$ cat config.mk
export PLATFORM = sky130hd
export DESIGN_NAME = mux41_scan_serializer_flat
export DESIGN_NICKNAME = d
export VERILOG_FILES = /design/src/rtl/mux41_scan_serializer_if.sv /design/src/rtl/mux41_scan_serializer.sv /design/src/flat_wrapper.sv
export SDC_FILE = /design/constraint.sdc
export NUM_CORES = 1
export LEC_CHECK = 0
export ABC_CLOCK_PERIOD_IN_PS = 1800
export CAP_MARGIN = 20
export CORE_ASPECT_RATIO = 1.5
export CORE_MARGIN = 4
export CORE_UTILIZATION = 45
export CTS_CLUSTER_DIAMETER = 100
export DETAILED_ROUTE_END_ITERATION = 16
export PLACE_DENSITY_LB_ADDON = 0.15
export SYNTH_ARGS = -nofsm -noshare
export SYNTH_HDL_FRONTEND = slang
export SYNTH_SLANG_ARGS = --single-unit
export TNS_END_PERCENT = 5
$ cat constraint.sdc
create_clock -name clk -period 1.8 [get_ports clk]
set_input_delay 0.27 -clock clk [delete_from_list [all_inputs] [get_ports clk]]
set_output_delay 0.27 -clock clk [all_outputs]
set_load 0.02 [all_outputs]
$ cat src/rtl/mux41_scan_serializer_if.sv
// Bus bundle between the scan serializer, its word source, the 4:1 mux and the serial sink.
// Carries both valid/ready handshakes plus the mux data, select and returned bit.
// master = serializer side, slave = environment side (source, mux and sink).
interface mux41_scan_serializer_if;
   logic [3:0] in_data;
   logic       in_valid;
   logic       in_ready;
   logic [3:0] mux_i;
   logic [1:0] mux_s;
   logic       mux_y;
   logic       ser_bit;
   logic       ser_valid;
   logic       ser_last;
   logic       ser_ready;

   modport master (
      input  in_data, in_valid, mux_y, ser_ready,
      output in_ready, mux_i, mux_s, ser_bit, ser_valid, ser_last
   );

   modport slave (
      output in_data, in_valid, mux_y, ser_ready,
      input  in_ready, mux_i, mux_s, ser_bit, ser_valid, ser_last
   );
endinterface

$ cat src/rtl/mux41_scan_serializer.sv
// Latches a 4-bit word onto an external 4:1 mux, scans its select and streams the returned bits.
// Latency: accept at edge N, first ser_valid in cycle N+2; 2 cycles per bit minimum.
// Backpressure: ser_ready low freezes the held bit and mux_s; in_ready is high only in IDLE.
module mux41_scan_serializer #(
   parameter bit MSB_FIRST  = 1'b0,
   parameter int GAP_CYCLES = 0,
   parameter int CNT_W      = 8
) (
   input  logic                    clk,
   input  logic                    rst_n,
   mux41_scan_serializer_if.master bus,
   output logic                    busy,
   output logic [CNT_W-1:0]        words_sent
);
   typedef enum logic [1:0] {IDLE, SAMPLE, HOLD, GAP} state_t;

   localparam logic [1:0] FIRST_SEL = MSB_FIRST ? 2'd3 : 2'd0;
   // Terminal count of the gap counter; irrelevant when GAP_CYCLES is 0 since GAP is skipped.
   localparam logic [7:0] GAP_LAST  = 8'(GAP_CYCLES - 1);

   state_t     state, state_nxt;
   logic [1:0] idx;
   logic [7:0] gap_cnt;
   logic [3:0] mux_i;
   logic [1:0] mux_s;
   logic [1:0] sel_step;
   logic       ser_bit;
   logic       ser_valid;
   logic       ser_last;
   logic       last_bit;

   assign sel_step = MSB_FIRST ? (mux_s - 2'd1) : (mux_s + 2'd1);
   assign last_bit = (idx == 2'd3);

   // Outputs come straight from registers so ser_ready/in_valid never reach them combinationally.
   assign bus.in_ready  = (state == IDLE);
   assign bus.mux_i     = mux_i;
   assign bus.mux_s     = mux_s;
   assign bus.ser_bit   = ser_bit;
   assign bus.ser_valid = ser_valid;
   assign bus.ser_last  = ser_last;
   assign busy          = (state != IDLE);

   // State register.
   always_ff @(posedge clk or negedge rst_n) begin
      if (!rst_n) state <= IDLE;
      else        state <= state_nxt;
   end

   // Next-state: one SAMPLE/HOLD pair per bit, optional GAP after the last bit.
   always_comb begin
      state_nxt = state;
      case (state)
         IDLE:    if (bus.in_valid) state_nxt = SAMPLE;
         SAMPLE:  state_nxt = HOLD;
         HOLD: begin
            if (bus.ser_ready) begin
               if (!last_bit)            state_nxt = SAMPLE;
               else if (GAP_CYCLES > 0)  state_nxt = GAP;
               else                      state_nxt = IDLE;
            end
         end
         GAP:     if (gap_cnt == GAP_LAST) state_nxt = IDLE;
         default: state_nxt = IDLE;
      endcase
   end

   // Datapath: word latch, select stepping, bit capture, gap counter and completed-word count.
   always_ff @(posedge clk or negedge rst_n) begin
      if (!rst_n) begin
         mux_i      <= 4'd0;
         mux_s      <= 2'd0;
         idx        <= 2'd0;
         gap_cnt    <= 8'd0;
         ser_bit    <= 1'b0;
         ser_valid  <= 1'b0;
         ser_last   <= 1'b0;
         words_sent <= '0;
      end else begin
         case (state)
            IDLE: begin
               if (bus.in_valid) begin
                  mux_i <= bus.in_data;
                  mux_s <= FIRST_SEL;
                  idx   <= 2'd0;
               end
            end
            SAMPLE: begin
               // Mux is combinational, so mux_y already reflects mux_i[mux_s] this cycle.
               ser_bit   <= bus.mux_y;
               ser_valid <= 1'b1;
               ser_last  <= last_bit;
            end
            HOLD: begin
               if (bus.ser_ready) begin
                  ser_valid <= 1'b0;
                  ser_last  <= 1'b0;
                  if (!last_bit) begin
                     mux_s <= sel_step;
                     idx   <= idx + 2'd1;
                  end else begin
                     words_sent <= words_sent + CNT_W'(1);
                     gap_cnt    <= 8'd0;
                  end
               end
            end
            GAP:     gap_cnt <= gap_cnt + 8'd1;
            default: ;
         endcase
      end
   end
endmodule

$ cat src/flat_wrapper.sv
// flat-port wrapper written by rule: the top's interface ports become plain ports
module mux41_scan_serializer_flat 
#(
   parameter bit MSB_FIRST  = 1'b0,
   parameter int GAP_CYCLES = 0,
   parameter int CNT_W      = 8
)
  (clk, rst_n, busy, words_sent, bus_in_data, bus_in_valid, bus_mux_y, bus_ser_ready, bus_in_ready, bus_mux_i, bus_mux_s, bus_ser_bit, bus_ser_valid, bus_ser_last);
  mux41_scan_serializer_if bus_i ();
  input  logic clk;
  input  logic rst_n;
  output logic busy;
  output logic [CNT_W-1:0] words_sent;
  input wire logic [$bits(bus_i.in_data)-1:0] bus_in_data;
  input wire logic [$bits(bus_i.in_valid)-1:0] bus_in_valid;
  input wire logic [$bits(bus_i.mux_y)-1:0] bus_mux_y;
  input wire logic [$bits(bus_i.ser_ready)-1:0] bus_ser_ready;
  output wire logic [$bits(bus_i.in_ready)-1:0] bus_in_ready;
  output wire logic [$bits(bus_i.mux_i)-1:0] bus_mux_i;
  output wire logic [$bits(bus_i.mux_s)-1:0] bus_mux_s;
  output wire logic [$bits(bus_i.ser_bit)-1:0] bus_ser_bit;
  output wire logic [$bits(bus_i.ser_valid)-1:0] bus_ser_valid;
  output wire logic [$bits(bus_i.ser_last)-1:0] bus_ser_last;
  assign bus_i.in_data = bus_in_data;
  assign bus_i.in_valid = bus_in_valid;
  assign bus_i.mux_y = bus_mux_y;
  assign bus_i.ser_ready = bus_ser_ready;
  assign bus_in_ready = bus_i.in_ready;
  assign bus_mux_i = bus_i.mux_i;
  assign bus_mux_s = bus_i.mux_s;
  assign bus_ser_bit = bus_i.ser_bit;
  assign bus_ser_valid = bus_i.ser_valid;
  assign bus_ser_last = bus_i.ser_last;
  mux41_scan_serializer #(.MSB_FIRST(MSB_FIRST), .GAP_CYCLES(GAP_CYCLES), .CNT_W(CNT_W)) u_core (.clk(clk), .rst_n(rst_n), .bus(bus_i), .busy(busy), .words_sent(words_sent));
endmodule
* Yosys cells after proc, flatten, opt, wreduce, memory -nomap -nowiden *
Cells that the tools add are included.
W data, S select, Z words.

cells by class
  eq/ne operators = 10
  reductions and logical operators = 11
  muxes and demuxes = 18
  $add $sub $neg = 4

operators with widths
  cell                   number
  $add A8 B1 Y8 const B  2
  $mux W2                8
  $mux W8                2
  $pmux W8 S2            1
  $reduce_and A3 Y1      3
  $eq A8 B8 Y1 const B   1
  $pmux W2 S2            2
  $pmux W2 S4            1
  $reduce_bool A2 Y1     4
  $eq A2 B2 Y1 const B   3
  $ne A2 B2 Y1 const B   3
  $add A2 B1 Y2 const B  2
  $ne A2 B1 Y1 const B   2
  $pmux W1 S2            2
  $reduce_and A2 Y1      2
  $reduce_and A4 Y1      1
  $eq A2 B1 Y1 const B   1
  $logic_not A2 Y1       1
  $mux W1                2

word-level totals
  input port bits = 9
  register bits = 29
  output and inout port bits = 19
  logic and storage cells = 52

* Longest topological paths before layout *
Gate-level depths: netlist of run 1.

  depth in word-level cells = 4
  depth in mapped cells = 5
  mapped depth without buffers = 4

* Worst setup path before layout of run 1 *
No wires, ideal clock.

  kind = register -> register
  start = register u_core.state[0]
  end = register u_core.mux_i[0], in the netlist u_core.bus.mux_i[0]
  library setup time = 0.125 ns
  stages on the path, launching flop included = 5
  arrival time = 1.505 ns
  clock period less this slack = 1.630 ns
  required time = 1.675 ns
  slack = 0.170 ns
  buffers on the path = 0
  path through = dfrtp_1 -> or2_2 -> inv_1 -> and2_0 -> mux2_2

on the way
  cells in the longest elaborated chain, start to end = 2

ends and longest elaborated chain
  what                         line                         text
  from (decl)                  mux41_scan_serializer.sv:21  state_t state, state_nxt;
  from (signal assigned)       mux41_scan_serializer.sv:47  else state <= state_nxt;
  $logic_not A2 Y1             --
  named net bus_in_ready       flat_wrapper.sv:18           output wire logic [$bits(bus_i.in_ready)-1:0] bus_in_ready;
  $reduce_and A2 Y1 (no line)  --
  to (signal assigned)         mux41_scan_serializer.sv:83  mux_i <= bus.in_data;
  to (decl)                    mux41_scan_serializer.sv:24  logic [3:0] mux_i;

The timed path passes the listed nets, and every way through them passes these cells.
A chain may end at the register's enable or synchronous reset.

* Worst setup path in the final report of run 1 *
  start = register u_core.state[1]
  end = output bus_in_ready

on the way
  cells in the longest elaborated chain, start to end = 1

ends and longest elaborated chain
  what              line                         text
  $logic_not A2 Y1  mux41_scan_serializer.sv:36  assign bus.in_ready = (state == IDLE);
  to (decl)         flat_wrapper.sv:18

Every way passes these cells.

==> impl_metrics.toml, run 1 <==
[logic_synthesis]
yosysSeqAreaShare = 0.518
synth-seq-cells = 29
syn-instance-count = 129
synthesis.area_sq_um = 1400
synthTopCellsByArea = "dfrtp_1, mux2_2, nand2_1"
yosys.area.top_type = "dfrtp_1"
yosysTopAreaCellShare = 0.518
syn-num-nets = 141
synth_cell_type_count = 32
syn_avg_cell_area_sq_um = 10.9
yosys_warnings = 0

[drt]
viasPerCell = 5.30
first_iter_violations = 22
vias = 1092
postRouteWirelength_mm = 2.92
wl_per_cell_um = 14.2
drc = 0
ant_nets = 0
first_pass_iters = 4

[global_route]
grt_pass1_vias = 1118
grt.met1_usage = 0.165
overflow = 0
grtUsageMet2 = 0.287
grt_use_met3 = 0.0587
grt_pass1_wl_mm = 4.95
busiest_layer = "met2"
grt_usage = 0.165
grt_max_degree = 30
antenna_found_initial = 0

[pwr]
power_switching_mw = 0.243
p_leak_nw = 0.832
p_comb_frac = 0.034
peakVddDrop_v = 0.000524
p_int_mw = 0.977
powerDensity_nw_per_um2 = 662
pwr-share-seq = 0.537
switching_share = 0.199
pwr-share-clk = 0.429

[finish]
drive_gt1_frac = 0.174
final_area_sq_um = 1840
finalNetCount = 179
antenna_cells = 0
syn_to_final_growth_pct = 31.7

[sta]
worst_slew_pin_slew_ns = 0.404
post-route-min-period_ns = 1.62
setup_viol = 0
hold_ws_ns = 0.372
hold_violations = 0
finClkSkew_ns = 0.00479
rsz0062_at_grt = "no"
drv_slew = 0
tns_ns = 0
period_share = 0.900
slew_headroom = 0.730
finalWorstSetupSlack_ns = 0.180
max_freq_mhz = 617

[die]
start_util = 0.476
dieWidth_um = 53.5
die_h_um = 76.3
ios = 28
die_area_sq_um = 4090
std_cell_rows = 24
core_sq_um = 2940

[cts]
ctsHtreeMaxLevel = 2
cts_made_buffers = 5
clockRootBuffer = "clkbuf_8"
cts.sinks = 29
clk_latency_ns = 0.27
clock_path_buffers = 2
postCtsHoldBufs = 0
cts_tree = "yes"
path_clk_slew_ns = 0.06

[critical_path]
crit_arrival_ns = 1.35
reg2reg_depth = 4
path_class = "reg2out"
cp-end-kind = "output pin"
ff2ff_setup_slack_ns = 0.21
startpoint_type = "flop"
critPathRequiredTime_ns = 1.53
worst-path-max-fanout = 2
reg2reg_to = "u_core.bus.mux_s[0]"
reg2reg_from = "u_core.idx[0]"

[placement]
io_buffers = 27
dpl_worst_slack_ns = 0.0103
dp_hpwl_mm = 2.23
place_area_sq_um = 1750
gp_congestion = 0.821

[flow_run]
drv_cap = 0

[hold_path]
hp-class = "in2async"

[status]
status = "completed"
==> placed cells by master (no fill, tap or decap), drive strengths merged, types with 2 or more instances in the layout <==
| cell type | instances |
|---|---|
| clkbuf | 7 |
| or4 | 3 |
| nor4 | 2 |
| o21bai | 2 |
| dfrtp | 29 |
| mux2 | 8 |
| nand2b | 3 |
| nand2 | 12 |
| nor2 | 8 |
| nand4 | 3 |
| nor2b | 2 |
| or3 | 2 |
| ha | 3 |
| xnor2 | 3 |
| clkdlybuf4s50 | 25 |
| buf | 8 |
| inv | 5 |
| nor3 | 2 |
| o31ai | 4 |
| nand3 | 5 |
| o21ai | 7 |
| a21oi | 9 |
| xor2 | 4 |
==> kinds of logic (layout without fill, tap and decap cells) <==
| logic type | after synthesis | after routing | synth area share |
|---|---|---|---|
| AO/OA/AOI/OAI | 23 | 23 | 0.100 |
| XOR/XNOR | 7 | 7 | 0.0438 |
| adder cells (fa/ha/maj) | 3 | 3 | 0.0268 |
| buffers and inverters | 9 | 47 | 0.0313 |
| flip-flops | 29 | 29 | 0.518 |
| multiplexers | 9 | 9 | 0.0715 |
| AND/OR/NAND/NOR | 49 | 49 | 0.208 |
==> cell usage after synthesis, drive strengths merged <==
master and number:
dfrtp 29, nand2 12, a21oi 9, mux2 8, nor2 8, o21ai 7
inv 5, nand3 5, buf 4, o31ai 4, xor2 4, ha 3
nand2b 3, nand4 3, or4 3, xnor2 3, nor2b 2, nor3 2
nor4 2, o21bai 2, or3 2, a211oi 1, and2 1, and4b 1
mux2i 1, nand3b 1, nand4b 1, nor4bb 1, or2 1, or2b 1
==> state kept, by name, indices dropped and copies added, names as in the netlist <==
name / flops
u_core.idx: 2
u_core.bus.mux_i: 4
u_core.state: 2
u_core.words_sent: 8
u_core.bus.ser_last: 1
u_core.gap_cnt: 8
u_core.bus.ser_bit: 1
u_core.bus.ser_valid: 1
u_core.bus.mux_s: 2
==> per-stage QoR <==
step	util	total power, mW	std cells
floorplan	-	0.671	129
global placement	0.596	0.708	199
detailed placement	0.596	0.710	199
CTS	0.625	1.24	206
global route	0.627	1.27	206
finish	0.627	1.22	206
==> routing by layer <==
layer  wire, um  vias to the layer above
met3        130                        6
met2       1640                       28
met5          0                        -
li1           -                      529
met1       1080                      529
met4         62                        0
==> worst max path at each step <==
stage                     cells past startpoint                   to                  from  slack, ns
after CTS                                     2                 busy       u_core.state[1]       0.02
after detailed placement                      5    u_core.gap_cnt[3]         bus_ser_ready       0.01
after global routing                          1        words_sent[2]  u_core.words_sent[2]       0.10
after global placement                        4    u_core.gap_cnt[4]         bus_ser_ready       0.07
final                                         3         bus_in_ready       u_core.state[1]       0.18
after floorplan                               4  u_core.bus.mux_i[0]       u_core.state[0]       0.17
==> power by group through the flow <==
| stage | Sequential, mW | Clock (mW) | Combinational [mW] |
|---|---|---|---|
| global placement | 0.666 | 0 | 0.0424 |
| floorplan | 0.668 | 0 | 0.00302 |
| global route | 0.654 | 0.572 | 0.0467 |
| CTS | 0.654 | 0.544 | 0.0435 |
| finish | 0.655 | 0.524 | 0.0417 |
| detailed placement | 0.666 | 0 | 0.0435 |
==> critical path: stages, from the launching register on <==
cell	delay, ns
dfrtp_1	0.37
or2_2	0.30
inv_1	0.07
dlygate4sd2_1	0.34
==> repair_timing <==
item                                   CTS  global route
buffers inserted                         0             0
setup endpoints to repair                1             2
endpoints found under the hold margin    0             0
gates resized for setup                  1             2
==> final cells by class <==
type | count | area, sq um
timing repair buffer | 35 | 332
clock buffer | 7 | 86.3
multi-input combinational | 91 | 633
sequential | 29 | 726
tap | 39 | 48.8
fill | 275 | 1100
inverter | 5 | 18.8
Power figures use the tool's default switching activity.
==> run 2: changes to the inputs <==
- ABC_CLOCK_PERIOD_IN_PS: 1800 -> 1500
- clock period: 1.8 -> 1.5 ns (I/O delays scaled with it)
==> impl_metrics.toml, run 2 (synthesis results as in run 1) <==
[global_route]
overflow = 0
grt_max_degree = 30
busiest_layer = "met2"
grt_usage = 0.170
antenna_found_initial = 0
grt_pass1_vias = 1218
grtUsageMet2 = 0.286
grt.met1_usage = 0.172
grt_use_met3 = 0.0607
grt_pass1_wl_mm = 5.09

[drt]
first_pass_iters = 4
ant_nets = 0
wl_per_cell_um = 13.6
first_iter_violations = 11
vias = 1142
viasPerCell = 5.29
drc = 0
postRouteWirelength_mm = 2.95

[finish]
regArea_sq_um = 726
syn_to_final_growth_pct = 38.2
finalNetCount = 188
final_cells = 216
final_area_sq_um = 1930
drive_gt1_frac = 0.232
fill_cells = 271
final_cell_mix = "dfrtp_1, buf_4, nand2_1, clkdlybuf4s50_1, dlygate4sd2_1"
multi_input_area_sq_um = 673
layout_commonest_cell = "dfrtp_1"
antenna_cells = 0
reg_top3 = "u_core.gap_cnt (8), u_core.words_sent (8), u_core.bus.mux_i (4)"

[placement]
place_inst = 206
place_area_sq_um = 1810
io_buffers = 27
dp_hpwl_mm = 2.20
gp_congestion = 0.781
dpl_worst_slack_ns = -0.209

[sta]
post-route-min-period_ns = 1.49
tns_ns = 0
setup_viol = 0
period_share = 0.995
finClkSkew_ns = 0.00249
rsz0062_at_grt = "yes"
slew_headroom = 0.737
hold_violations = 0
drv_slew = 0
worst_slew_pin_slew_ns = 0.395
finalWorstSetupSlack_ns = 0.00782
max_freq_mhz = 670

[critical_path]
startpoint_type = "flop"
crit_arrival_ns = 1.65
startpoint = "u_core.idx[1]"
critPathRequiredTime_ns = 1.66
path_class = "reg2reg"
cp-end-kind = "flop"
reg2reg_from = "u_core.idx[1]"
worst-path-max-fanout = 5

[die]
dieWidth_um = 53.5
die_h_um = 76.3
std_cell_rows = 24
ios = 28
core_sq_um = 2940
die_area_sq_um = 4090
start_util = 0.476

[status]
status = "completed"

[pwr]
pwr-share-clk = 0.419
p_comb_frac = 0.036
switching_share = 0.210
powerDensity_nw_per_um2 = 745
pwr-share-seq = 0.545
finalPower_mw = 1.44
p_int_mw = 1.14
peakVddDrop_v = 0.000708
p_leak_nw = 1.03
power_switching_mw = 0.302

[cts]
ctsHtreeMaxLevel = 2
cts.sinks = 29
cts_made_buffers = 5
path_clk_slew_ns = 0.06
clockRootBuffer = "clkbuf_8"
clk_latency_ns = 0.28
clock_path_buffers = 2
cts_tree = "yes"
postCtsHoldBufs = 0

[flow_run]
drv_cap = 0

[hold_path]
hp-class = "in2async"
[run 2: cell types whose count changed in the layout (fill, tap and decap cells not counted), moves of 2 or more]
| cell | previous run | this run |
|---|---|---|
| dlymetal6s2s_1 | 1 | 5 |
| buf_2 | 0 | 2 |
| mux2_4 | 0 | 3 |
| clkbuf_1 | 1 | 3 |
| clkdlybuf4s50_1 | 25 | 10 |
| mux2_2 | 8 | 5 |
| dlygate4sd2_1 | 1 | 10 |
| buf_4 | 8 | 17 |
[run 2: worst max-delay path, stage by stage, from the launching register on]
cell,delay [ns]
dfrtp_1,0.42
ha_4,0.19
nand3b_1,0.20
a21oi_4,0.25
mux2_4,0.32
[run 2: layout make-up]
| cell class | count | share of cell area |
|---|---|---|
| well taps | 39 | 0.0252 |
| clock buffers | 8 | 0.0414 |
| inverters | 5 | 0.00970 |
| multi-input cells | 91 | 0.348 |
| flip-flops and latches | 29 | 0.375 |
| repair buffers | 44 | 0.201 |
[run 2: repair_timing]
item | 4_1_cts | 5_1_grt
resized for setup | 18 | 12
pin swaps | 1 | 3
setup buffers | 0 | 2
setup endpoints to repair | 17 | 14
[run 2: power by group through the flow]
| stage | Clock [mW] | Combinational (mW) | Sequential, mW |
|---|---|---|---|
| after global placement | 0 | 0.0526 | 0.799 |
| after floorplan | 0 | 0.00364 | 0.801 |
| after CTS | 0.630 | 0.0534 | 0.785 |
| final | 0.604 | 0.0523 | 0.785 |
| after detailed placement | 0 | 0.0543 | 0.799 |
| after global routing | 0.667 | 0.0576 | 0.785 |
[run 2: worst paths after layout]
| path | depth (start not counted) | slack (ns) | end |
|---|---|---|---|
| max | 4 | 0.008 | u_core.idx[1] |
| min | 2 | 0.33 | u_core.words_sent[7] |
| max reg2reg | 4 | 0.008 | u_core.idx[1] |
| min reg2reg | 1 | 0.47 | u_core.words_sent[7] |
| max in group asynchronous | 2 | 0.90 | u_core.gap_cnt[1] |
| min in group clk | 1 | 0.47 | u_core.words_sent[7] |
[run 2: per-layer routing]
metal,share of wire,vias up
met1,0.40,567
met4,0.022,0
li1,-,551
met5,0,-
met3,0.038,5
met2,0.54,19
[run 2: stage by stage]
| step | hold WS, ns | utilization |
|---|---|---|
| global placement | 0.458 | 0.615 |
| floorplan | -0.0706 | - |
| CTS | 0.332 | 0.637 |
| detailed placement | 0.463 | 0.615 |
| finish | 0.329 | 0.657 |
| global route | 0.346 | 0.657 |
